[src/rtl/fifo_wr_arbiter.sv]
// Round-robin write-port arbiter for async_fifo. Bursts of up to MAX_BURST
// beats per grant are enabled by defining FIFO_ARB_BURST_EN; otherwise one beat per grant.
module fifo_wr_arbiter #(
  parameter int DATA_SIZE = 8,
  parameter int NUM_REQ   = 4,
  parameter int MAX_BURST = 4
) (
  input  logic                           w_clk,
  input  logic                           w_rst,
  input  logic [NUM_REQ-1:0]             req_valid,
  input  logic [NUM_REQ*DATA_SIZE-1:0]   req_data,
  output logic [NUM_REQ-1:0]             req_ready,
  input  logic                           w_full,
  output logic                           w_en,
  output logic [DATA_SIZE-1:0]           w_data,
  output logic [$clog2(NUM_REQ)-1:0]     grant_id,
  output logic                           busy
);

  localparam int IDW = $clog2(NUM_REQ);

  if (NUM_REQ < 2) begin : g_bad_num_req
    $error("fifo_wr_arbiter: NUM_REQ must be at least 2");
  end
  if (MAX_BURST < 1) begin : g_bad_max_burst
    $error("fifo_wr_arbiter: MAX_BURST must be at least 1");
  end

  typedef enum logic {
    ST_IDLE  = 1'b0,
    ST_GRANT = 1'b1
  } state_t;

  state_t           r_state;
  logic [IDW-1:0]   r_owner;
  logic [IDW-1:0]   r_ptr;

  logic [IDW-1:0]       w_pick;
  logic                 w_any;
  logic                 w_grant;
  logic                 w_owner_valid;
  logic [DATA_SIZE-1:0] w_owner_data;
  logic                 w_xfer;
  logic                 w_last;

  // Index arithmetic modulo NUM_REQ without a divider (NUM_REQ need not be 2^n).
  function automatic logic [IDW-1:0] wrap_add(input logic [IDW-1:0] base,
                                              input int unsigned   off);
    int unsigned sum;
    sum = 32'(base) + off;
    if (sum >= NUM_REQ) sum = sum - NUM_REQ;
    return sum[IDW-1:0];
  endfunction

  always_comb begin
    w_pick = '0;
    w_any  = 1'b0;
    for (int unsigned i = 0; i < NUM_REQ; i++) begin
      if (!w_any && req_valid[wrap_add(r_ptr, i)]) begin
        w_pick = wrap_add(r_ptr, i);
        w_any  = 1'b1;
      end
    end
  end

  assign w_owner_valid = req_valid[r_owner];
  assign w_owner_data  = req_data[r_owner*DATA_SIZE +: DATA_SIZE];
  assign w_grant       = (r_state == ST_GRANT) && !w_rst;
  assign w_xfer        = w_grant && w_owner_valid && !w_full;

`ifdef FIFO_ARB_BURST_EN
  localparam int BW = $clog2(MAX_BURST) + 1;
  logic [BW-1:0] r_beat;

  assign w_last = (r_beat == BW'(MAX_BURST - 1));

  always_ff @(posedge w_clk) begin
    if (w_rst) begin
      r_beat <= '0;
    end else if (r_state == ST_IDLE) begin
      r_beat <= '0;
    end else if (w_xfer && !w_last) begin
      r_beat <= r_beat + BW'(1);
    end
  end
`else
  assign w_last = 1'b1;
`endif

  always_ff @(posedge w_clk) begin
    if (w_rst) begin
      r_state <= ST_IDLE;
      r_ptr   <= '0;
      r_owner <= '0;
    end else begin
      case (r_state)
        ST_IDLE: begin
          if (w_any) begin
            r_owner <= w_pick;
            r_state <= ST_GRANT;
          end
        end
        ST_GRANT: begin
          if (!w_owner_valid || (w_xfer && w_last)) begin
            r_ptr   <= wrap_add(r_owner, 1);
            r_state <= ST_IDLE;
          end
        end
        default: r_state <= ST_IDLE;
      endcase
    end
  end

  always_comb begin
    req_ready = '0;
    if (w_grant) req_ready[r_owner] = ~w_full;
  end

  assign w_en     = w_xfer;
  assign w_data   = w_grant ? w_owner_data : '0;
  assign grant_id = w_rst ? '0 : r_owner;
  assign busy     = w_grant;

endmodule

[config.mk]
export PLATFORM = sky130hd
export DESIGN_NAME = fifo_wr_arbiter
export DESIGN_NICKNAME = d
export VERILOG_FILES = /design/src/rtl/fifo_wr_arbiter.sv
export SDC_FILE = /design/constraint.sdc
export NUM_CORES = 1
export LEC_CHECK = 0
export CORE_MARGIN = 3
export CORE_UTILIZATION = 33
export DETAILED_ROUTE_END_ITERATION = 12
export PLACE_DENSITY = 0.84
export SLEW_MARGIN = 0
export SYNTH_ARGS = -nofsm -noshare
export SYNTH_HDL_FRONTEND = slang
export SYNTH_SLANG_ARGS = --single-unit
[constraint.sdc]
create_clock -name w_clk -period 1.7 [get_ports w_clk]
set_input_delay 0.17 -clock w_clk [delete_from_list [all_inputs] [get_ports w_clk]]
set_output_delay 0.17 -clock w_clk [all_outputs]
set_load 0.01 [all_outputs]
==> flow_summary.yaml, run 1 <==
routing:
  drc_errors: 0
  via_count: 954
  avgRoutedWirePerCell_um: 17.7
  firstDrtPassIters: 4
  drt-initial-drc-count: 21
  ant_nets: 0
  routed_via_density: 5.39
  routed_wl_mm: 3.14
die:
  initial_core_util_pct: 37.4
  die_height_um: 51.9
  num_rows: 15
  core_area_um2: 1860
  io_pins: 55
  die_w_um: 51.9
  dieArea_um2: 2690
cts:
  clock_sinks: 5
  cts_buffers: 3
  insertion_delay_ns: 0.25
  root_buffer: "clkbuf_4"
  clkTransAtPathRegs_ns: 0.05
  htree_num_levels: 1
  cts.path.max_buffers: 2
  cts_tree: "built"
placed_design:
  dp_worst_setup_slack_ns: -0.177
  dp_hpwl_mm: 2.10
  io_buffers: 54
  place_congestion: 0.792
cells_and_area:
  layout-drive-gt1-share_pct: 34.9
  n_antenna_cell: 0
  fillerInstances: 106
  final_nets: 196
  regArea_um2: 105
  final_common_cell: "clkdlybuf4s50_1"
  layout_common_cells: "clkdlybuf4s50_1 (39), buf_4 (17), mux4_2 (8), nor2_1 (8)"
  area_growth_pct: 108
  multi_input_area_um2: 567
global_routing:
  grt_overflow_total: 0
  grt_pass1_vias: 909
  grt_pass1_wl_mm: 4.45
  grt_max_degree: 12
  grt_antenna_before_repair: 0
  grt_usage_pct: 22.3
timing:
  fin_skew_ns: 0.00838
  hold_viol: 0
  setup_viol: 5
  max_freq_mhz: 565
  slew_headroom_pct: 76.5
  fin_crit_ns: 1.77
  drv_slew: 0
  finalCritPeriodShare_pct: 104
  rsz0062_at_grt: "true"
  fin_ws_ns: -0.0712
  worst-slew-pin-transition_ns: 0.352
  worst_hold_slack_ns: 0.593
power:
  p_leak_nw: 0.692
  irDropWorstVdd_mv: 0.484
  power_frac_clock_pct: 20.6
  p_comb_share_pct: 57.5
  seqPwrFrac_pct: 21.8
  intPower_w: 0.000465
  power.density_cell_area_nw_per_um2: 470
  switching_power_w: 0.000213
  p_sw_share_pct: 31.4
logic_synthesis:
  yosysSeqAreaShare_pct: 14.4
  async_reset_ff_share_pct: 0
  yosys_warnings: 0
  synth_cell_types: 26
  synth_ff_type: "dfxtp_1"
  synth_edf_count: 0
  ys_ff_latch: 5
  synth_nets: 121
  syn_area_um2: 694
  synth.avg_cell_area_um2: 8.90
  syn_inst: 78
critical_path:
  crit_fanout: 5
  timing.rr.end: "r_ptr[0]"
  endpoint: "w_data[7]"
  critPathTopFamily: "multiplexers"
  startpoint: "r_owner[0]"
  worst_setup_path_start_kind: "register"
  arrival_ns: 1.60
  crit_buf_inv: 3
  crit_chain: "buf_6 -> buf_6 -> mux4_2 -> and3_1 -> buf_2"
  path_depth: 5
  worst_path_max_delay_cell: "mux4_2"
  worst-setup-path-type: "reg2out"
  rrSetupSlack_ns: 0.20
  crit_top_cell: "buf_6"
  cp-end-kind: "output pin"
  reg2regPathDepth: 7
  worstPathRequired_ns: 1.53
  cp_slowest_stage_delay_ns: 0.48
  r2r-start: "r_owner[0]"
run_status:
  violations: "setup timing"
  status: "complete, but fails checks"
min_path:
  hold_class: "reg2reg"
job:
  maxCapViolCount: 0
sequential cells by signal, indices dropped and copies added (netlist names):
register	count
r_ptr	2
r_state	1
r_owner	2
what timing repair did:
action / 4_1_cts / 5_1_grt
hold endpoints to repair: 0 / 0
pin swaps: 3 / 3
resized for setup: 50 / 9
buffers inserted: 8 / 0
hold buffers: 0 / 0
endpoints found under the setup margin: 15 / 11
cells in the mapped netlist, types with 2 or more instances:
cell | count | area, µm²
and2_1 | 4 | 25.0
mux4_2 | 8 | 180
dfxtp_1 | 5 | 100
and3_1 | 9 | 56.3
mux2i_1 | 5 | 50.1
buf_2 | 2 | 10.0
clkbuf_1 | 2 | 7.51
nand2_1 | 5 | 18.8
a21oi_1 | 5 | 25.0
ha_1 | 4 | 50.1
inv_1 | 6 | 22.5
nor2_1 | 9 | 33.8
stage by stage:
step                      instances  area (µm²)  setup TNS [ns]  utilization, %  power [W]
after CTS                       177        1420          -0.153            76.2   0.000659
after detailed placement        165        1340           -2.00            72.0   0.000489
after floorplan                  78         694               0               -   0.000308
final                           177        1440          -0.213            77.7   0.000678
after global routing            177        1440          -0.514            77.7   0.000717
after global placement          165        1340           -1.66            72.0   0.000478
worst min path at each step:
stage	end	start	slack, ns	cells past startpoint
5_1_grt	r_ptr[0]	r_ptr[0]	0.64	2
3_3_place_gp	r_ptr[0]	r_ptr[0]	0.57	2
4_1_cts	r_ptr[0]	r_ptr[0]	0.60	2
6_report	r_ptr[0]	r_ptr[0]	0.59	2
2_1_floorplan	r_ptr[0]	w_rst	0.24	1
3_5_place_dp	r_ptr[0]	r_ptr[0]	0.60	2
worst min-delay path, stage by stage (launching register included):
cell and delay (ns):
dfxtp_1 0.34, mux2i_1 0.15, nor2_1 0.05
routing by layer:
metal / part of all wire [%] / GRT usage, %
met4: 1.5 / 3.06
met2: 49 / 42.5
met5: 0 / 0
met1: 38 / 24.0
met3: 11 / 7.45
logic make-up after synthesis:
| group | after synthesis | share of synthesized area, % |
|---|---|---|
| AOI/OAI and AO/OA | 13 | 13.7 |
| adders and majority gates | 4 | 7.21 |
| buffers and inverters | 12 | 8.11 |
| DFF | 5 | 14.4 |
| muxes | 13 | 33.2 |
| and+or+nand+nor | 31 | 23.4 |
area by class of cell:
type / instances / area share, %
timing repair buffer: 76 / 47.9
sequential: 5 / 7.28
multi-input combinational: 61 / 39.3
clock buffer: 4 / 1.82
inverter: 6 / 1.56
tap: 25 / 2.17
power groups by stage:
stage / Combinational (W) / Clock [W] / Sequential (W)
2_1_floorplan: 0.000166 / 0 / 0.000142
3_3_place_gp: 0.000325 / 0 / 0.000152
3_5_place_dp: 0.000335 / 0 / 0.000154
4_1_cts: 0.000372 / 0.000140 / 0.000147
5_1_grt: 0.000414 / 0.000153 / 0.000150
6_report: 0.000390 / 0.000140 / 0.000148
(Power assumes the default switching activity.)
==> run 2: changes to the inputs <==
ABC_CLOCK_PERIOD_IN_PS = 1700   (was unset)
CAP_MARGIN = 0   (was unset)
==> results of run 2 <==
No change in the layout: final DEF, timing and power equal those of run 1.
==> run 3: changes to the inputs <==
TNS_END_PERCENT = 1   (was unset)
==> run 3 against run 2 <==
Compared with the run above: the run still ends with setup timing left; cell count down 4.5%; combinational power down 12%; final area shrank 4.5%; core utilization is 3.5 points lower; first-iteration DRC count decreased by 29%; die area stayed put; via count down 5.9%; sequential share of layout area up 0.34 points; count of clock-buffer cells in the layout did not move; setup slack lost 0.062 ns; hold slack worse by 0.00062 ns; critical path type unchanged; critical endpoint is now w_data[3]; largest cell class unchanged.
==> flow_summary.yaml, run 3 (synthesis results as in run 1) <==
run_status:
  status: "complete, but fails checks"
  violations: "setup timing"
critical_path:
  worst_path_max_delay_cell: "mux4_2"
  timing.rr.end: "r_ptr[0]"
  cp_slowest_stage_delay_ns: 0.50
  crit_fanout: 6
  rrSetupSlack_ns: 0.31
  cp-end-kind: "output pin"
  worst_setup_path_start_kind: "register"
  worstPathRequired_ns: 1.53
  arrival_ns: 1.66
  crit_buf_inv: 2
  reg2regPathDepth: 6
  worst-setup-path-type: "reg2out"
  r2r-start: "r_owner[0]"
  crit_chain: "buf_6 -> mux4_2 -> and3_1 -> clkdlybuf4s15_1"
  critPathTopFamily: "multiplexers"
routing:
  routed_wl_mm: 2.83
  drt-initial-drc-count: 15
  via_count: 898
  drc_errors: 0
  routed_via_density: 5.31
  firstDrtPassIters: 4
  avgRoutedWirePerCell_um: 16.7
  ant_nets: 0
power:
  switching_power_w: 0.000198
  p_comb_share_pct: 53.9
  power.density_cell_area_nw_per_um2: 460
  p_sw_share_pct: 31.3
  power_frac_clock_pct: 21.8
  seqPwrFrac_pct: 24.3
  p_leak_nw: 0.691
  intPower_w: 0.000435
  irDropWorstVdd_mv: 0.562
cts:
  clock_sinks: 5
  clkTransAtPathRegs_ns: 0.04
  cts_buffers: 3
  insertion_delay_ns: 0.24
  htree_num_levels: 1
  cts_tree: "built"
  cts-hold-fix-buffers: 0
  root_buffer: "clkbuf_4"
  cts.path.max_buffers: 2
placed_design:
  dp_hpwl_mm: 2.10
  io_buffers: 54
  place_congestion: 0.792
  dp_worst_setup_slack_ns: -0.177
min_path:
  hold_class: "reg2reg"
  holdPathStages: 2
  hold_end: "r_ptr[0]"
  hold_path.startpoint: "r_ptr[0]"
global_routing:
  grt_pass1_wl_mm: 4.29
  grt_pass1_vias: 895
  grt_usage_pct: 21.5
  grt_antenna_before_repair: 0
  grt_max_degree: 16
  grt_overflow_total: 0
cells_and_area:
  layout-drive-gt1-share_pct: 29.2
  n_antenna_cell: 0
  layout_common_cells: "clkdlybuf4s50_1 (39), buf_4 (12), and3_1 (9), mux4_2 (8), nor2_1 (8)"
  largestRegisters: "r_owner (2), r_ptr (2), r_state (1)"
  final_nets: 188
  area_growth_pct: 98.6
  final_common_cell: "clkdlybuf4s50_1"
timing:
  setup_viol: 1
  worst-slew-pin-transition_ns: 0.397
  drv_slew: 0
  max_freq_mhz: 545
  slew_headroom_pct: 73.6
  finalSetupTns_ns: -0.134
  rsz0062_at_grt: "true"
  fin_crit_ns: 1.83
  hold_viol: 0
  fin_ws_ns: -0.134
  fin_skew_ns: 0.00392
  finalCritPeriodShare_pct: 108
die:
  num_rows: 15
  die_w_um: 51.9
  dieArea_um2: 2690
  io_pins: 55
  core_area_um2: 1860
  initial_core_util_pct: 37.4
  die_height_um: 51.9
job:
  maxCapViolCount: 0
## run 3: cell types whose count changed in the layout (fill, tap and decap cells not counted), sizes merged
cell	previous run	this run
buf	31	21
clkdlybuf4s15	0	1
clkinvlp	0	1
dlygate4sd2	4	2
dlymetal6s2s	2	5
inv	6	5
## run 3: area by class of cell
cell class | count | area [µm²]
Clock buffer | 4 | 26.3
Fill cell | 130 | 479
Inverter | 6 | 26.3
Multi-Input combinational cell | 61 | 562
Sequential cell | 5 | 105
Tap cell | 25 | 31.3
Timing Repair Buffer | 68 | 628
## run 3: how the worst max path moves through the flow
stage	depth (start not counted)	from	endpoint	slack, ns
after global placement	4	req_data[16]	w_data[0]	-0.17
after CTS	5	r_owner[0]	req_ready[2]	-0.15
after floorplan	3	r_owner[0]	w_data[0]	0.27
after global routing	4	r_owner[0]	w_data[3]	-0.20
after detailed placement	4	req_data[19]	w_data[3]	-0.18
final	4	r_owner[0]	w_data[3]	-0.13
## run 3: repair_timing
action,in CTS,in global routing
cloned,0,0
buffers inserted,0,0
gates resized for setup,41,8
pin swaps,5,1
endpoints found under the setup margin,15,15
## run 3: through the flow
stage                     power, W  util (%)  hold slack (ns)  cells  instance area, µm²
after floorplan           0.000308         -            0.242     78                 694
after global placement    0.000478      72.0            0.575    165                1340
after detailed placement  0.000489      72.0            0.596    165                1340
after CTS                 0.000631      73.1            0.604    169                1360
after global routing      0.000675      74.2            0.639    169                1380
final                     0.000634      74.2            0.592    169                1380
## run 3: power groups by stage
stage	combinational (W)	clock [W]	sequential, W
floorplan	0.000166	0	0.000142
CTS	0.000337	0.000140	0.000154
global placement	0.000325	0	0.000152
finish	0.000342	0.000138	0.000154
global route	0.000369	0.000150	0.000156
detailed placement	0.000335	0	0.000154
## run 3: routing by layer
layer	global-route usage, %	wire length [µm]	vias up
met5	0	0	-
met4	3.93	25	0
met3	7.16	296	4
met2	41.0	1410	47
met1	22.6	1090	425
li1	-	-	422
## run 3: tightest hold or removal path, delay by kind of cell, from the launching register on
kind          cells  cell delay, ns
simple gates      1            0.05
mux               1            0.15
flops             1            0.35
